## config.mk

```make
export PLATFORM = sky130hd
export DESIGN_NAME = lcd_image_fetch
export DESIGN_NICKNAME = d
export VERILOG_FILES = /design/src/rtl/lcd_image_fetch.sv
export SDC_FILE = /design/constraint.sdc
export NUM_CORES = 1
export LEC_CHECK = 0
export BUFFER_PORTS_ARGS = -buffer_cell sky130_fd_sc_hd__buf_2
export CORE_UTILIZATION = 50
export DETAILED_ROUTE_END_ITERATION = 16
export PLACE_DENSITY = 0.72
export REMOVE_ABC_BUFFERS = 1
export SLEW_MARGIN = 10
export SYNTH_ARGS = -nofsm -noshare
export SYNTH_HDL_FRONTEND = slang
export SYNTH_SLANG_ARGS = --single-unit
```

## constraint.sdc

```tcl
create_clock -name clk -period 7.2 [get_ports clk]
set_clock_uncertainty 0.2 [all_clocks]
set_input_delay 1.08 -clock clk [delete_from_list [all_inputs] [get_ports clk]]
set_output_delay 1.08 -clock clk [all_outputs]
set_load 0.005 [all_outputs]
```

## src/rtl/lcd_image_fetch.sv

```systemverilog
// Raster pixel source: walks the active frame, fetches the windowed image from a
// 1-cycle-latency ROM and presents it as a valid/ready stream through a 2-deep FIFO.
module lcd_image_fetch #(
    parameter int ADDR_WIDTH = 17,
    parameter int DATA_WIDTH = 16,
    parameter int H_ACTIVE = 480,
    parameter int V_ACTIVE = 272,
    parameter int IMG_W = 320,
    parameter int IMG_H = 240,
    parameter logic [DATA_WIDTH-1:0] BG_COLOR = '0
) (
    input  logic                  clk,
    input  logic                  rst,
    input  logic                  frame_start,
    input  logic [9:0]            img_x,
    input  logic [9:0]            img_y,
    output logic [ADDR_WIDTH-1:0] rom_addr,
    input  logic [DATA_WIDTH-1:0] rom_data,
    output logic                  pix_valid,
    input  logic                  pix_ready,
    output logic [DATA_WIDTH-1:0] pix_data,
    output logic                  pix_sof,
    output logic                  pix_eol,
    output logic                  busy
);

    localparam int EW = DATA_WIDTH + 2;
    localparam logic [10:0] H11 = 11'(H_ACTIVE);
    localparam logic [10:0] V11 = 11'(V_ACTIVE);
    localparam logic [10:0] W11 = 11'(IMG_W);
    localparam logic [10:0] IH11 = 11'(IMG_H);

    typedef enum logic [1:0] {IDLE, RUN, DRAIN} state_t;

    state_t                  state;
    logic [9:0]              x, y, win_x, win_y;
    logic [ADDR_WIDTH-1:0]   addr_cnt;
    logic                    inflight, s_win, s_sof, s_eol;
    logic [1:0]              fifo_count;
    logic [EW-1:0]           fifo_q0, fifo_q1;

    logic [10:0]             x11, y11, left, right, top, bottom, clip;
    logic                    row_in, in_win, last_col, last_row, pop, issue;
    logic [ADDR_WIDTH-1:0]   addr_step;
    logic [EW-1:0]           push_entry;

    assign x11      = {1'b0, x};
    assign y11      = {1'b0, y};
    assign left     = {1'b0, win_x};
    assign top      = {1'b0, win_y};
    assign right    = left + W11;
    assign bottom   = top + IH11;
    assign row_in   = (y11 >= top) && (y11 < bottom);
    assign in_win   = row_in && (x11 >= left) && (x11 < right);
    assign last_col = (x11 == H11 - 11'd1);
    assign last_row = (y11 == V11 - 11'd1);

    assign pop   = pix_valid & pix_ready;
    // Credit counts this cycle's pop so a full pipeline still issues every clock.
    assign issue = (state == RUN) &&
                   (({1'b0, fifo_count} + {2'b0, inflight}) < (3'd2 + {2'b0, pop}));

    // Columns of the window that fall past the right edge still consume ROM addresses.
    always_comb begin
        clip = '0;
        if (right > H11)
            clip = (left >= H11) ? W11 : (right - H11);
    end

    always_comb begin
        addr_step = ADDR_WIDTH'(in_win);
        if (last_col && row_in && !last_row)
            addr_step = addr_step + ADDR_WIDTH'(clip);
    end

    assign rom_addr   = addr_cnt;
    assign push_entry = {s_win ? rom_data : BG_COLOR, s_sof, s_eol};
    assign pix_valid  = (fifo_count != 2'd0);
    assign {pix_data, pix_sof, pix_eol} = fifo_q0;

    always_ff @(posedge clk or posedge rst) begin
        if (rst) begin
            state      <= IDLE;
            busy       <= 1'b0;
            x          <= '0;
            y          <= '0;
            win_x      <= '0;
            win_y      <= '0;
            addr_cnt   <= '0;
            inflight   <= 1'b0;
            s_win      <= 1'b0;
            s_sof      <= 1'b0;
            s_eol      <= 1'b0;
            fifo_count <= '0;
            fifo_q0    <= '0;
            fifo_q1    <= '0;
        end else if (frame_start) begin
            state      <= RUN;
            busy       <= 1'b1;
            win_x      <= img_x;
            win_y      <= img_y;
            x          <= '0;
            y          <= '0;
            addr_cnt   <= '0;
            inflight   <= 1'b0;
            fifo_count <= '0;
        end else begin
            inflight <= issue;
            s_win    <= in_win;
            s_sof    <= (x == '0) && (y == '0);
            s_eol    <= last_col;

            if (issue) begin
                addr_cnt <= addr_cnt + addr_step;
                if (last_col) begin
                    x <= '0;
                    if (last_row)
                        state <= DRAIN;
                    else
                        y <= y + 10'd1;
                end else begin
                    x <= x + 10'd1;
                end
            end

            if (state == DRAIN && fifo_count == 2'd0 && !inflight) begin
                state <= IDLE;
                busy  <= 1'b0;
            end

            case ({inflight, pop})
                2'b10: begin
                    if (fifo_count == 2'd0) fifo_q0 <= push_entry;
                    else                    fifo_q1 <= push_entry;
                    fifo_count <= fifo_count + 2'd1;
                end
                2'b01: begin
                    fifo_q0    <= fifo_q1;
                    fifo_count <= fifo_count - 2'd1;
                end
                2'b11: begin
                    if (fifo_count == 2'd1) begin
                        fifo_q0 <= push_entry;
                    end else begin
                        fifo_q0 <= fifo_q1;
                        fifo_q1 <= push_entry;
                    end
                end
                default: ;
            endcase
        end
    end

endmodule

```

==> reports/qor.yml, run 1 <==
floorplan:
  die_x_um: 115
  core-area_um2: 12200
  pin_count: 77
  rows: 40
  start_util: 0.521
  floorplan.die_area_um2: 13200
  die_h_um: 115
worst_setup_path:
  slowest_stage: "a2111oi_0"
  required_ns: 7.22
  crit_path_frequent_cell: "ha_1"
  rr_worst_depth: 23
  worst_ep_arrival_time_ns: 5.76
  end_kind: "flip-flop"
  cp_slowest_stage_delay_ns: 0.47
  path_cells: "ha_1, xnor2_1, inv_1, ha_1, and3_1, o21ai_0, o221ai_1, or3_1, nor2_1, ha_1, ha_1, nand3_1, nor3_1, nand3_1, xnor2_1, a211oi_1, ha_1, a21o_1, a31o_2, a2111oi_0, o31a_1, or3_1, a21oi_1"
  r2r-start: "win_x[6]"
  path_delay_family: "compound AO/OA/AOI/OAI gates"
  start_kind: "flip-flop"
  path_buf_inv: 1
  critPathKind: "flip-flop to flip-flop"
  critPathMaxFanout: 7
  critical_path_depth: 23
  reg2reg_setup_slack_ns: 1.46
  r2r_end: "rom_addr[13]"
drt:
  wl_um: 14200
  vias_per_cell: 5.63
  ant_nets: 0
  vias: 5507
  drtIter0Drc: 376
  wl_per_cell_um: 14.5
  drt-pass1-iter-count: 5
  drc: 0
placed_design:
  gp_congestion: 0.901
  post_dp_cell_area_um2: 6880
  hpwl_um: 10200
  numPortBuffers: 76
  place_inst: 963
synth:
  synth.distinct_cells: 57
  synth_edf_count: 0
  synthTopCellsByCount: "nand2_1 (123), dfrtp_1 (102), o21ai_0 (62)"
  yosysMostFrequentCell: "nand2_1"
  synth_top_area_share: 0.401
  synth.largest_area_cell: "dfrtp_1"
  ys.flop_type: "dfrtp_1"
  seq_area_frac_synth: 0.401
  async_flop_share: 1.00
  synthTopCellsByArea: "dfrtp_1 (40%), ha_1 (11%), nand2_1 (7.3%)"
  ys_seq_elements: 102
  avgSynthCellArea_um2: 8.55
  yosysWarnings: 0
  synth_cells: 745
  syn_area_um2: 6370
cts:
  cts_resized: 0
  cts_tree: "built"
  clkSinkCount: 102
  cts_buffers: 9
  clk_pin_slew_worst_paths_ns: 0.07
  cts_root_buf: "clkbuf_16"
  cts_buffer_depth: 2
  htree_levels: 3
  cts_hold_buf: 0
  post_cts_buffers: 0
  clock_latency_ns: 0.35
grt:
  grt_pass1_vias: 5201
  gr-usage-all-layers: 0.229
  grt_max_degree: 87
  antenna_found_initial: 0
  grt_pass1_wl_um: 24200
  grt_overflow_total: 0
timing:
  relSlewSlack: 0.276
  period_minus_slack_ns: 5.74
  finalHoldViolCount: 0
  maxSlewViolCount: 0
  period_share: 0.798
  fmax_ghz: 0.174
  tns_ns: 0
  setup_viol: 0
  rsz0062_at_grt: "false"
  worstMarginPinSlew_ns: 1.09
hold_path:
  min_delay_path_depth: 2
  hold_end: "fifo_q1[17]"
  hp-class: "flip-flop to flip-flop"
  min_from: "fifo_q1[17]"
cells_and_area:
  stdcell_area_um2: 7160
  fillCellCount: 1115
  seq_area_um2: 2550
  diodes: 0
  drive_above_1_share: 0.140
  final_nets: 903
  area_delta_synth_final_pct: 12.5
  multi_input_area_um2: 3550
  stdcell_count: 978
power:
  p_leak_uw: 0.00334
  ir_drop_mv: 0.106
  power_density_nw_per_um2: 245
run:
  drv_cap: 0
status:
  status: "completed"
==> where the power goes <==
| part | leakage, uW | switching, uW | total (uW) | internal (uW) |
|---|---|---|---|---|
| clock | 0.000132 | 233 | 472 | 239 |
| combinational | 0.00188 | 345 | 553 | 207 |
| sequential | 0.00133 | 64.0 | 727 | 662 |
| total | 0.00334 | 642 | 1750 | 1110 |
==> final cells by class <==
cell class / count / area share
Tap cell: 168 / 0.0293
Multi-Input combinational cell: 574 / 0.496
Sequential cell: 102 / 0.356
Timing Repair Buffer: 82 / 0.0594
Inverter: 37 / 0.0197
Clock inverter: 6 / 0.00769
Clock buffer: 9 / 0.0314
==> layout by cell type, fill, tap and decap left out, types with 12 or more instances in the layout <==
cell / n
nor2_1: 61
xnor2_1: 27
nand4_1: 12
nor3_1: 20
nand2_1: 123
ha_1: 56
a31oi_1: 22
inv_1: 36
o21ai_0: 62
buf_2: 76
dfrtp_1: 102
nand3_1: 32
a21oi_1: 40
==> worst max-delay path by stage <==
stage | start | to | slack [ns]
floorplan | win_x[6] | rom_addr[13] | 2.09
global placement | win_x[6] | rom_addr[13] | 1.61
detailed placement | win_x[6] | rom_addr[13] | 1.53
CTS | win_x[6] | rom_addr[13] | 1.50
global route | win_x[6] | rom_addr[11] | 0.91
finish | win_x[6] | rom_addr[13] | 1.46
==> stage by stage <==
step                total power [uW]  utilization  worst slack [ns]  hold WS (ns)
global route                    1880        0.587             0.910         0.304
global placement                1270        0.564              1.61         0.263
finish                          1750        0.587              1.46         0.285
detailed placement              1290        0.564              1.53         0.271
floorplan                       1090            -              2.09         0.250
CTS                             1770        0.587              1.50         0.288
==> routing by layer <==
layer | wire length [um] | part of all wire | global-route usage
met1 | 6920 | 0.49 | 0.316
met2 | 6360 | 0.45 | 0.362
met3 | 602 | 0.042 | 0.0343
met4 | 294 | 0.021 | 0.0926
met5 | 0 | 0 | 0
==> registers in the layout (all words and copies together) (netlist names) <==
signal and count:
fifo_q0 18, state 2, busy 1, rom_addr 17, fifo_count 2, s_sof 1
x 10, s_eol 1, win_x 10, fifo_q1 18, s_win 1, win_y 10
y 10, inflight 1
==> worst register-to-register path, stage by stage, from the launching register on <==
cell and delay [ns]:
dfrtp_1 0.41, ha_1 0.25, xnor2_1 0.35, inv_1 0.13, ha_1 0.31, and3_1 0.18, o21ai_0 0.15, o221ai_1 0.16
or3_1 0.35, nor2_1 0.12, ha_1 0.20, ha_1 0.19, nand3_1 0.12, nor3_1 0.27, nand3_1 0.14, xnor2_1 0.15
a211oi_1 0.27, ha_1 0.36, a21o_1 0.21, a31o_2 0.21, a2111oi_0 0.47, o31a_1 0.26, or3_1 0.12, a21oi_1 0.06
==> logic make-up after synthesis <==
group,after synthesis,share of synthesized area
AND/OR/NAND/NOR,301,0.218
AO/OA/AOI/OAI,176,0.170
flip-flops,102,0.401
buffers and inverters,69,0.0417
adder cells (fa/ha/maj),57,0.113
XOR/XNOR,33,0.0454
multiplexers,6,0.0104
other,1,0.000589
Note: power is estimated with default switching activity, not from simulation.
==> inputs of run 2 (changes only) <==
Settings changed: PLACE_DENSITY 0.72 to 0.75.
Clock period 7.2 ns to 5.2 ns, I/O delays scaled along.
==> run 2 against run 1 <==
Net effect: wire length is 8.7% higher; combinational power increased by 45%; global-route usage is 1.0 points higher; sequential power is 39% higher; setup slack worse by 1.4 ns; clock power grew 47%; utilization grew 3.7 points; maximum frequency is 12% higher; via count up 3.5%; die area stayed put; highest routed layer unchanged; first-iteration DRC count up 42%.
==> reports/qor.yml, run 2 (synthesis results as in run 1) <==
drt:
  drt-pass1-iter-count: 5  # unchanged
  wl_per_cell_um: 15.2  # was 14.5 um
  vias: 5700  # was 5,507
  ant_nets: 0  # unchanged
  wl_um: 15400  # was 14,200 um
  drtIter0Drc: 535  # was 376
  vias_per_cell: 5.64  # was 5.63
  drc: 0  # unchanged
cells_and_area:
  layout_commonest_cell: "nand2_1"  # unchanged
  drive_above_1_share: 0.208  # was 0.140
  stdcell_count: 1011  # was 978
  stdcell_area_um2: 7610  # was 7160 um^2
  diodes: 0  # unchanged
  fillCellCount: 1098  # was 1,115
  final_nets: 935  # was 903
  area_delta_synth_final_pct: 19.5  # was 12.5%
  layout_common_cells: "nand2_1 (122), dfrtp_1 (102), buf_2 (76), nor2_1 (60), o21ai_0 (58)"  # was nand2_1 (123), dfrtp_1 (102), buf_2 (76), o21ai_0 (62), nor2_1 (61)
grt:
  antenna_found_initial: 0  # unchanged
  gr-usage-all-layers: 0.239  # was 0.229
  grt_overflow_total: 0  # unchanged
  grt_max_degree: 64  # was 87
  grt_pass1_wl_um: 25000  # was 24,200 um
  grt_pass1_vias: 5338  # was 5,201
placed_design:
  numPortBuffers: 76  # unchanged
  gp_congestion: 0.888  # was 0.901
  post_dp_cell_area_um2: 7000  # was 6880 um^2
  place_inst: 979  # was 963
  hpwl_um: 10700  # was 10,200 um
  dp_slack_ns: -0.123  # was 1.53 ns
worst_setup_path:
  critPathMaxFanout: 6  # was 7
  worst_ep_arrival_time_ns: 5.19  # was 5.76 ns
  cp_slowest_stage_delay_ns: 0.43  # was 0.47 ns
  path_cells: "buf_6, a21oi_4, xnor2_2, ha_1, a21o_1, o21ai_2, o221ai_2, or3_4, nor2_4, ha_4, ha_4, nand3_2, nor3_2, nand3_1, xnor2_1, a211oi_1, ha_1, buf_4, a211o_1, a311o_1, nor2_1, nor3_1, mux2_2"  # was ha_1, xnor2_1, inv_1, ha_1, and3_1, o21ai_0, o221ai_1, or3_1, nor2_1, ha_1, ha_1, nand3_1, nor3_1, nand3_1, xnor2_1, a211oi_1, ha_1, a21o_1, a31o_2, a2111oi_0, o31a_1, or3_1, a21oi_1
  path_delay_family: "compound AO/OA/AOI/OAI gates"  # unchanged
  slowest_stage: "dfrtp_1"  # was a2111oi_0
  end_kind: "flip-flop"  # unchanged
  start_kind: "flip-flop"  # unchanged
  reg2reg_setup_slack_ns: 0.06  # was 1.46 ns
  critPathKind: "flip-flop to flip-flop"  # unchanged
  required_ns: 5.25  # was 7.22 ns
  path_buf_inv: 2  # was 1
floorplan:
  die_h_um: 115  # unchanged
  start_util: 0.521  # unchanged
  rows: 40  # unchanged
  core-area_um2: 12200  # unchanged
  die_x_um: 115  # unchanged
  pin_count: 77  # unchanged
  floorplan.die_area_um2: 13200  # unchanged
cts:
  clk_pin_slew_worst_paths_ns: 0.08  # was 0.07 ns
  htree_levels: 3  # unchanged
  clock_latency_ns: 0.37  # was 0.35 ns
  cts_buffer_depth: 2  # unchanged
  cts_buffers: 9  # unchanged
  cts_hold_buf: 0  # unchanged
  cts_tree: "built"  # unchanged
  clkSinkCount: 102  # unchanged
  cts_root_buf: "clkbuf_16"  # unchanged
timing:
  fin_ws_ns: 0.0624  # was 1.46 ns
  setup_viol: 0  # unchanged
  relSlewSlack: 0.268  # was 0.276
  finalHoldViolCount: 0  # unchanged
  maxSlewViolCount: 0  # unchanged
  worstMarginPinSlew_ns: 1.09  # about the same
  fmax_ghz: 0.195  # was 0.174 GHz
  period_share: 0.988  # was 0.798
  period_minus_slack_ns: 5.14  # was 5.74 ns
  tns_ns: 0  # unchanged
power:
  p_leak_uw: 0.00353  # was 0.00334 uW
  ir_drop_mv: 0.151  # was 0.106 mV
  power_density_nw_per_um2: 330  # was 245 nW/um^2
run:
  drv_cap: 0  # unchanged
hold_path:
  hp-class: "flip-flop to flip-flop"  # unchanged
status:
  status: "completed"  # unchanged
run 2: cell types whose count changed in the layout (fill, tap and decap cells not counted), sizes merged:
cell	delta
buf	+32
clkbuf	+1
clkinv	+1
clkinvlp	-1
run 2: worst min-delay path: stages (launching register included):
cell and delay [ns]:
dfrtp_1 0.34, nand2_1 0.04, o21ai_0 0.06
run 2: final timing paths:
path / start / end / cells past startpoint
hold / removal: fifo_q1[11] / fifo_q1[11] / 2
max in group asynchronous: rst / fifo_q0[15] / 3
hold reg to reg: fifo_q1[11] / fifo_q1[11] / 2
setup reg to reg: win_x[6] / rom_addr[16] / 23
min in group asynchronous: rst / win_x[3] / 2
setup / recovery: win_x[6] / rom_addr[16] / 23
run 2: report_power, final:
part           leakage (uW)  internal [uW]  switching (uW)  total, uW
clock              0.000146            352             343        695
combinational       0.00205            309             493        802
sequential          0.00133            917            95.3       1010
total               0.00353           1580             931       2510
run 2: cell type report:
type                    count  area [um^2]  area share
flip-flops and latches    102         2550       0.335
inverters                  37          141      0.0186
clock buffers              10          239      0.0314
clock inverters             6         63.8     0.00838
multi-input cells         574         3730       0.490
repair buffers            114          673      0.0884
well taps                 168          210      0.0276
run 2: layer usage:
metal	GRT usage	up-vias	routed length, um
met1	0.325	2722	7160
met2	0.392	150	7300
li1	-	2812	-
met3	0.0264	16	702
met4	0.0952	0	250
met5	0	-	0
run 2: repair_timing:
action / in CTS / in global routing
gates cloned: 0 / 0
buffers inserted: 8 / 8
resized for setup: 12 / 30
endpoints found under the setup margin: 7 / 9
pin swaps: 13 / 20
run 2: metrics by stage:
stage | power, uW | utilization | hold slack [ns]
floorplan | 1500 | - | 0.250
global placement | 1760 | 0.573 | 0.261
detailed placement | 1800 | 0.573 | 0.272
CTS | 2500 | 0.606 | 0.290
global route | 2670 | 0.623 | 0.313
finish | 2510 | 0.623 | 0.284
